File: src/rtl/fp_mult_pkg.sv
// rtl/fp_mult_pkg.sv - shared types, flag indices and bias helper for fp_mult_pipe
// Stage records depend on the instance widths, so they are declared inside the top.
package fp_mult_pkg;

  typedef enum logic {
    RNE = 1'b0,
    RTZ = 1'b1
  } rnd_mode_e;

  localparam int FLG_OVF = 2;
  localparam int FLG_UDF = 1;
  localparam int FLG_INX = 0;

  function automatic int fp_bias(input int exp_w);
    return (1 << (exp_w - 1)) - 1;
  endfunction

endpackage

File: src/rtl/fp_mult_pipe_round.sv
// rtl/fp_mult_pipe_round.sv - normalise, guard/sticky, RNE/RTZ rounding, carry renormalise
// Purely combinational; used by the second pipeline stage.
module fp_round
  import fp_mult_pkg::*;
#(
  parameter int EXP_W  = 5,
  parameter int FRAC_W = 10
) (
  input  logic [2*FRAC_W+1:0] prod,
  input  logic [EXP_W+1:0]    exp_in,
  input  rnd_mode_e           rnd,
  output logic [FRAC_W-1:0]   frac,
  output logic [EXP_W+1:0]    exp_out,
  output logic                inexact
);

  localparam int PW = 2*FRAC_W + 2;
  localparam int XW = EXP_W + 2;

  logic [PW-1:0]     norm;
  logic [XW-1:0]     exp_n;
  logic [FRAC_W:0]   mant;
  logic              guard;
  logic              sticky;
  logic              up;
  logic [FRAC_W+1:0] sum;

  always_comb begin
    // Leading one sits in one of the top two bits; align it to the MSB.
    norm    = prod[PW-1] ? prod : {prod[PW-2:0], 1'b0};
    exp_n   = exp_in + XW'(prod[PW-1]);
    mant    = norm[PW-1:PW-1-FRAC_W];
    guard   = norm[PW-2-FRAC_W];
    sticky  = |norm[PW-3-FRAC_W:0];
    up      = (rnd == RNE) && guard && (sticky || mant[0]);
    sum     = {1'b0, mant} + (FRAC_W+2)'(up);
    frac    = sum[FRAC_W+1] ? sum[FRAC_W:1] : sum[FRAC_W-1:0];
    exp_out = exp_n + XW'(sum[FRAC_W+1]);
    inexact = guard || sticky;
  end

endmodule

File: src/rtl/fp_mult_pipe.sv
// rtl/fp_mult_pipe.sv - 3-stage floating-point multiplier with valid/ready backpressure
// Optional special-value handling (zero/Inf/NaN, Inf on RNE overflow) under FPMUL_SPECIAL_EN.
module fp_mult_pipe
  import fp_mult_pkg::*;
#(
  parameter int EXP_W  = 5,
  parameter int FRAC_W = 10,
  parameter int TAG_W  = 4
) (
  input  logic                      clk,
  input  logic                      rst_n,
  input  logic                      in_valid,
  output logic                      in_ready,
  input  logic [EXP_W+FRAC_W:0]     in_a,
  input  logic [EXP_W+FRAC_W:0]     in_b,
  input  logic                      in_rnd,
  input  logic [TAG_W-1:0]          in_tag,
  output logic                      out_valid,
  input  logic                      out_ready,
  output logic [EXP_W+FRAC_W:0]     out_p,
  output logic [TAG_W-1:0]          out_tag,
  output logic [2:0]                out_flags
);

  localparam int W  = 1 + EXP_W + FRAC_W;
  localparam int PW = 2*FRAC_W + 2;
  localparam int XW = EXP_W + 2;
  localparam logic [XW-1:0]        BIAS = XW'(fp_bias(EXP_W));
  localparam logic signed [XW-1:0] EMAX = XW'((1 << EXP_W) - 1);

  typedef struct packed {
    logic             sign;
    logic [XW-1:0]    exp;
    logic [PW-1:0]    prod;
    rnd_mode_e        rnd;
    logic [TAG_W-1:0] tag;
`ifdef FPMUL_SPECIAL_EN
    logic             spec;
    logic [W-1:0]     spec_word;
`endif
  } s12_t;

  typedef struct packed {
    logic              sign;
    logic [XW-1:0]     exp;
    logic [FRAC_W-1:0] frac;
    logic              inexact;
    logic [TAG_W-1:0]  tag;
`ifdef FPMUL_SPECIAL_EN
    rnd_mode_e         rnd;
    logic              spec;
    logic [W-1:0]      spec_word;
`endif
  } s23_t;

  logic v1, v2, v3;
  logic adv2, adv3;
  s12_t s1_q, s1_d;
  s23_t s2_q, s2_d;
  logic [W-1:0] p_word;
  logic [2:0]   p_flags;
  logic [FRAC_W-1:0] r_frac;
  logic [XW-1:0]     r_exp;
  logic              r_inx;

  assign adv3      = !v3 || out_ready;
  assign adv2      = !v2 || adv3;
  assign in_ready  = !v1 || adv2;
  assign out_valid = v3;

  // Stage 1: unpack and multiply significands.
  logic [EXP_W-1:0]  ea, eb;
  logic [FRAC_W-1:0] fa, fb;
  assign ea = in_a[W-2:FRAC_W];
  assign eb = in_b[W-2:FRAC_W];
  assign fa = in_a[FRAC_W-1:0];
  assign fb = in_b[FRAC_W-1:0];

  always_comb begin
    s1_d      = '0;
    s1_d.sign = in_a[W-1] ^ in_b[W-1];
    s1_d.exp  = XW'(ea) + XW'(eb) - BIAS;
    s1_d.prod = PW'({1'b1, fa}) * PW'({1'b1, fb});
    s1_d.rnd  = rnd_mode_e'(in_rnd);
    s1_d.tag  = in_tag;
`ifdef FPMUL_SPECIAL_EN
    begin
      logic a_zero, b_zero, a_inf, b_inf, a_nan, b_nan;
      a_zero = (ea == '0);
      b_zero = (eb == '0);
      a_inf  = (ea == '1) && (fa == '0);
      b_inf  = (eb == '1) && (fb == '0);
      a_nan  = (ea == '1) && (fa != '0);
      b_nan  = (eb == '1) && (fb != '0);
      if (a_nan || b_nan || (a_inf && b_zero) || (b_inf && a_zero)) begin
        s1_d.spec      = 1'b1;
        s1_d.spec_word = {1'b0, {EXP_W{1'b1}}, 1'b1, {(FRAC_W-1){1'b0}}};
      end else if (a_inf || b_inf) begin
        s1_d.spec      = 1'b1;
        s1_d.spec_word = {s1_d.sign, {EXP_W{1'b1}}, {FRAC_W{1'b0}}};
      end else if (a_zero || b_zero) begin
        s1_d.spec      = 1'b1;
        s1_d.spec_word = {s1_d.sign, {(W-1){1'b0}}};
      end
    end
`endif
  end

  // Stage 2: normalise and round.
  fp_round #(.EXP_W(EXP_W), .FRAC_W(FRAC_W)) u_round (
    .prod    (s1_q.prod),
    .exp_in  (s1_q.exp),
    .rnd     (s1_q.rnd),
    .frac    (r_frac),
    .exp_out (r_exp),
    .inexact (r_inx)
  );

  always_comb begin
    s2_d         = '0;
    s2_d.sign    = s1_q.sign;
    s2_d.exp     = r_exp;
    s2_d.frac    = r_frac;
    s2_d.inexact = r_inx;
    s2_d.tag     = s1_q.tag;
`ifdef FPMUL_SPECIAL_EN
    s2_d.rnd       = s1_q.rnd;
    s2_d.spec      = s1_q.spec;
    s2_d.spec_word = s1_q.spec_word;
`endif
  end

  // Stage 3: clamp and pack; no subnormals are produced.
  always_comb begin
    p_word           = {s2_q.sign, s2_q.exp[EXP_W-1:0], s2_q.frac};
    p_flags          = '0;
    p_flags[FLG_INX] = s2_q.inexact;
    if ($signed(s2_q.exp) >= EMAX) begin
      p_flags[FLG_OVF] = 1'b1;
      p_flags[FLG_INX] = 1'b1;
      p_word = {s2_q.sign, {(EXP_W-1){1'b1}}, 1'b0, {FRAC_W{1'b1}}};
`ifdef FPMUL_SPECIAL_EN
      if (s2_q.rnd == RNE)
        p_word = {s2_q.sign, {EXP_W{1'b1}}, {FRAC_W{1'b0}}};
`endif
    end else if ($signed(s2_q.exp) <= 0) begin
      p_flags[FLG_UDF] = 1'b1;
      p_flags[FLG_INX] = 1'b1;
      p_word = {s2_q.sign, {(W-1){1'b0}}};
    end
`ifdef FPMUL_SPECIAL_EN
    if (s2_q.spec) begin
      p_word  = s2_q.spec_word;
      p_flags = '0;
    end
`endif
  end

  always_ff @(posedge clk or negedge rst_n) begin
    if (!rst_n) begin
      v1        <= 1'b0;
      v2        <= 1'b0;
      v3        <= 1'b0;
      s1_q      <= '0;
      s2_q      <= '0;
      out_p     <= '0;
      out_tag   <= '0;
      out_flags <= '0;
    end else begin
      if (in_ready) begin
        v1 <= in_valid;
        if (in_valid) s1_q <= s1_d;
      end
      if (adv2) begin
        v2 <= v1;
        if (v1) s2_q <= s2_d;
      end
      if (adv3) begin
        v3 <= v2;
        if (v2) begin
          out_p     <= p_word;
          out_tag   <= s2_q.tag;
          out_flags <= p_flags;
        end
      end
    end
  end

endmodule

File: config.mk
export PLATFORM = sky130hd
export DESIGN_NAME = fp_mult_pipe
export DESIGN_NICKNAME = d
export VERILOG_FILES = /design/src/rtl/fp_mult_pkg.sv /design/src/rtl/fp_mult_pipe_round.sv /design/src/rtl/fp_mult_pipe.sv
export SDC_FILE = /design/constraint.sdc
export NUM_CORES = 1
export LEC_CHECK = 0
export BUFFER_PORTS_ARGS = -buffer_cell sky130_fd_sc_hd__buf_4
export CORE_MARGIN = 3
export CORE_UTILIZATION = 50
export CTS_CLUSTER_DIAMETER = 30
export DETAILED_ROUTE_END_ITERATION = 6
export PLACE_DENSITY = 0.69
export SYNTH_ARGS = -nofsm -noshare
export SYNTH_HDL_FRONTEND = slang
export SYNTH_SLANG_ARGS = --single-unit
File: constraint.sdc
create_clock -name clk -period 6.1 [get_ports clk]
set_clock_uncertainty 0.15 [all_clocks]
set_input_delay 0.305 -clock clk [delete_from_list [all_inputs] [get_ports clk]]
set_output_delay 0.305 -clock clk [all_outputs]
set_load 0.05 [all_outputs]
==> flow_metrics.py <==
metrics = {
    "timing": {
        "min_period_ns": 5.001,
        "fmaxAchievable_mhz": 199.9,
        "setup_viol": 0,
        "fin_crit_sh_pct": 81.99,
        "worst_pin_slew_ns": 1.020,
        "maxSlewViolCount": 0,
        "finalHoldViolCount": 3,
        "max_slew_margin_pct": 32.01,
        "hold_slack_ns": -0.01094,
        "finalWorstSetupSlack_ns": 1.099,
        "timing.setup.tns_ns": 0,
        "grt_setup_unrepaired": "false",
    },
    "synth": {
        "synth_ff_type": "dfrtp_1",
        "syn_area_per_cell_sq_um": 8.676,
        "syn_area_sq_um": 8173,
        "synth_edf_count": 0,
        "ys_seq_area_share_pct": 25.72,
        "synth_cell_types": 63,
        "yosysWarnings": 0,
        "synth_seq_cells": 84,
        "yosys-top-cells-area": "dfrtp_1 (26%), fa_1 (20%), ha_1 (11%)",
        "synth_top_area_share_pct": 25.72,
        "synthArstFlopShare_pct": 100.0,
        "synthCells": 942,
        "synth.largest_area_cell": "dfrtp_1",
        "synth_nets": 1136,
    },
    "hold_path": {
        "min_path_type": "input port to asynchronous set/reset pin",
    },
    "drt": {
        "ant_nets": 0,
        "routedWlPerCell_um": 13.77,
        "vias": 6246,
        "wl_um": 16510,
        "dr.pass1.iters": 4,
        "drtIter0Drc": 447,
        "vias_per_cell": 5.209,
        "drcViolationCount": 0,
    },
    "critical_path": {
        "worst-endpoint-required_ns": 6.15,
        "critPathBufInv": 6,
        "cpMaxStageDelayCell": "fa_1",
        "rrSetupSlack_ns": 2.47,
        "r2r-start": "s1_q[26]",
        "start_kind": "input port",
        "end_kind": "flop",
        "arrival_ns": 5.05,
        "r2r_end": "s2_q[21]",
        "critPathMaxStageDelay_ns": 0.53,
        "crit_type": "input port to flop",
        "cpLargestDelayFamily": "adder cells",
        "path_cells": "buf_4 > inv_1 > nor2_1 > fa_1 > inv_1 > fa_1 > inv_1 > fa_1 > fa_1 > inv_1 > fa_1 > inv_1 > ha_1 > nand3_1 > a211oi_1 > o21ai_0 > o211ai_1 > xnor2_1 > o21ai_0",
        "crit_fanout": 9,
        "r2r_cells": 15,
    },
    "global_route": {
        "antenna_found_initial": 0,
        "grt_pass1_wl_um": 28880,
        "overflow": 0,
        "grt_pass1_vias": 6072,
        "grt_usage_pct": 19.41,
        "grt_max_degree": 85,
    },
    "floorplan": {
        "die_h_um": 133.9,
        "die_area_sq_um": 17920,
        "dieWidth_um": 133.9,
        "ios": 66,
        "core-area_sq_um": 15940,
        "initial_core_util_pct": 51.26,
        "fp-row-count": 46,
    },
    "status": {
        "status": "finished, violations left",
        "violations": "negative hold slack",
    },
    "clock_network": {
        "post_cts_resize_count": 0,
        "insertion_delay_ns": 0.34,
        "cts_made_buffers": 9,
        "ctsLongestPathBuffers": 2,
        "htree_levels": 3,
        "cts_tree": "yes",
        "cts_root_buffer": "clkbuf_16",
        "cts_sinks": 84,
        "path_clk_slew_ns": 0.07,
    },
    "pwr": {
        "peakVddDrop_uv": 433.4,
        "power_density_nw_per_um2": 486.1,
        "cellLeakagePower_nw": 4.600,
        "power_mw": 4.417,
    },
    "placed_design": {
        "gp_congestion": 0.9007,
        "portBuffers": 65,
        "pre_cts_ws_ns": 0.7787,
        "dp.final_hpwl_um": 13250,
    },
    "finish": {
        "drive_gt1_share_pct": 9.868,
        "synthToLayoutAreaGrowth_pct": 11.19,
        "final_common_cell": "nand2_1",
        "final_cell_mix": "nand2_1 (186), inv_1 (143), dfrtp_1 (84), fa_1 (82), ha_1 (71)",
        "num-fill-cells": 1483,
        "diodes": 0,
        "post-route-util_pct": 57.00,
        "nets": 1172,
    },
    "run": {
        "drv_cap": 0,
    },
}
routing by layer:
metal  track usage, %  share of wire (%)  routed length (um)  up-vias
met5                0                  0                   0        -
met4            4.400                1.2                 205        0
met3            2.401                3.7                 611       14
met2            30.32                 47                7703      121
met1            29.19                 48                7986     3023
li1                 -                  -                   -     3088
worst max path at each step:
stage            start        to  slack (ns)  cells after the start
2_1_floorplan  in_a[2]  s1_q[21]        1.10                     18
3_3_place_gp   in_a[1]  s1_q[22]        0.98                     19
3_5_place_dp   in_a[1]  s1_q[24]        0.78                     19
4_1_cts        in_a[1]  s1_q[24]        1.13                     19
5_1_grt        in_a[1]  s1_q[22]        0.87                     19
6_report       in_a[1]  s1_q[24]        1.10                     19
cells in the mapped netlist (all sizes together) (2+ instances only):
cell type	number
o211ai	5
mux2	2
a21oi	35
nand2b	7
nand3	14
nor3	7
or3	2
nor2	51
nor2b	4
o2111ai	2
xnor2	16
nor4	6
a22o	4
nand3b	2
and2	42
mux2i	11
buf	17
ha	71
o41ai	2
o22ai	3
nand4	6
xor2	14
nand2	188
a21o	6
o311a	2
and4	2
and3	6
dfrtp	84
inv	143
or2	2
a311oi	2
o21ai	41
o31ai	2
a211oi	6
clkbuf	27
o22a	2
a31oi	8
o21a	3
fa	82
per-stage QoR:
step	hold WS, ns	cells	cell area, sq um
2_1_floorplan	-0.1406	942	8173
3_3_place_gp	0.2975	1182	8752
3_5_place_dp	0.3068	1182	8752
4_1_cts	0.001350	1199	9087
5_1_grt	0.01457	1199	9087
6_report	-0.01094	1199	9087
worst register-to-register path: cells and delay by family, from the launching register on:
| family | cells | cell delay [ns] |
|---|---|---|
| and+or+nand+nor | 6 | 0.97 |
| adders and majority gates | 3 | 0.86 |
| AOI/OAI and AO/OA | 4 | 0.78 |
| DFF | 1 | 0.52 |
| xor gates and xnor gates | 1 | 0.12 |
| buffers and inverters | 1 | 0.07 |
registers in the layout (all words and copies together), names as in the netlist:
name / flops
s1_q: 35
s2_q: 23
out_p: 16
out_tag: 4
out_flags: 3
out_valid: 1
v1: 1
v2: 1
cells by family after synthesis:
family	count (synthesis)	share of synthesized area, %
AOI/OAI and AO/OA	133	10.20
buffers and inverters	187	9.063
and+or+nand+nor	342	19.23
muxes	13	1.623
adders and majority gates	153	30.96
DFF	84	25.72
xor gates and xnor gates	30	3.215
final cells by class:
| cell class | count | area, sq um | area share [%] |
|---|---|---|---|
| tap | 216 | 270.3 | 2.974 |
| timing repair buffer | 69 | 520.5 | 5.728 |
| multi-input combinational | 671 | 5333 | 58.68 |
| inverter | 143 | 536.8 | 5.907 |
| sequential | 84 | 2102 | 23.13 |
| clock buffer | 9 | 225.2 | 2.478 |
| clock inverter | 7 | 100.1 | 1.101 |
timing repair:
action,CTS,global route
setup buffers,0,0
hold buffers,1,0
hold endpoints to repair,1,0
power breakdown:
part           leakage, nW  switching (mW)  internal (mW)
Combinational         3.43            1.77           1.12
Clock                0.160           0.227          0.361
Sequential            1.01           0.176          0.763
Total                 4.60            2.17           2.24
Power figures use the tool's default switching activity.
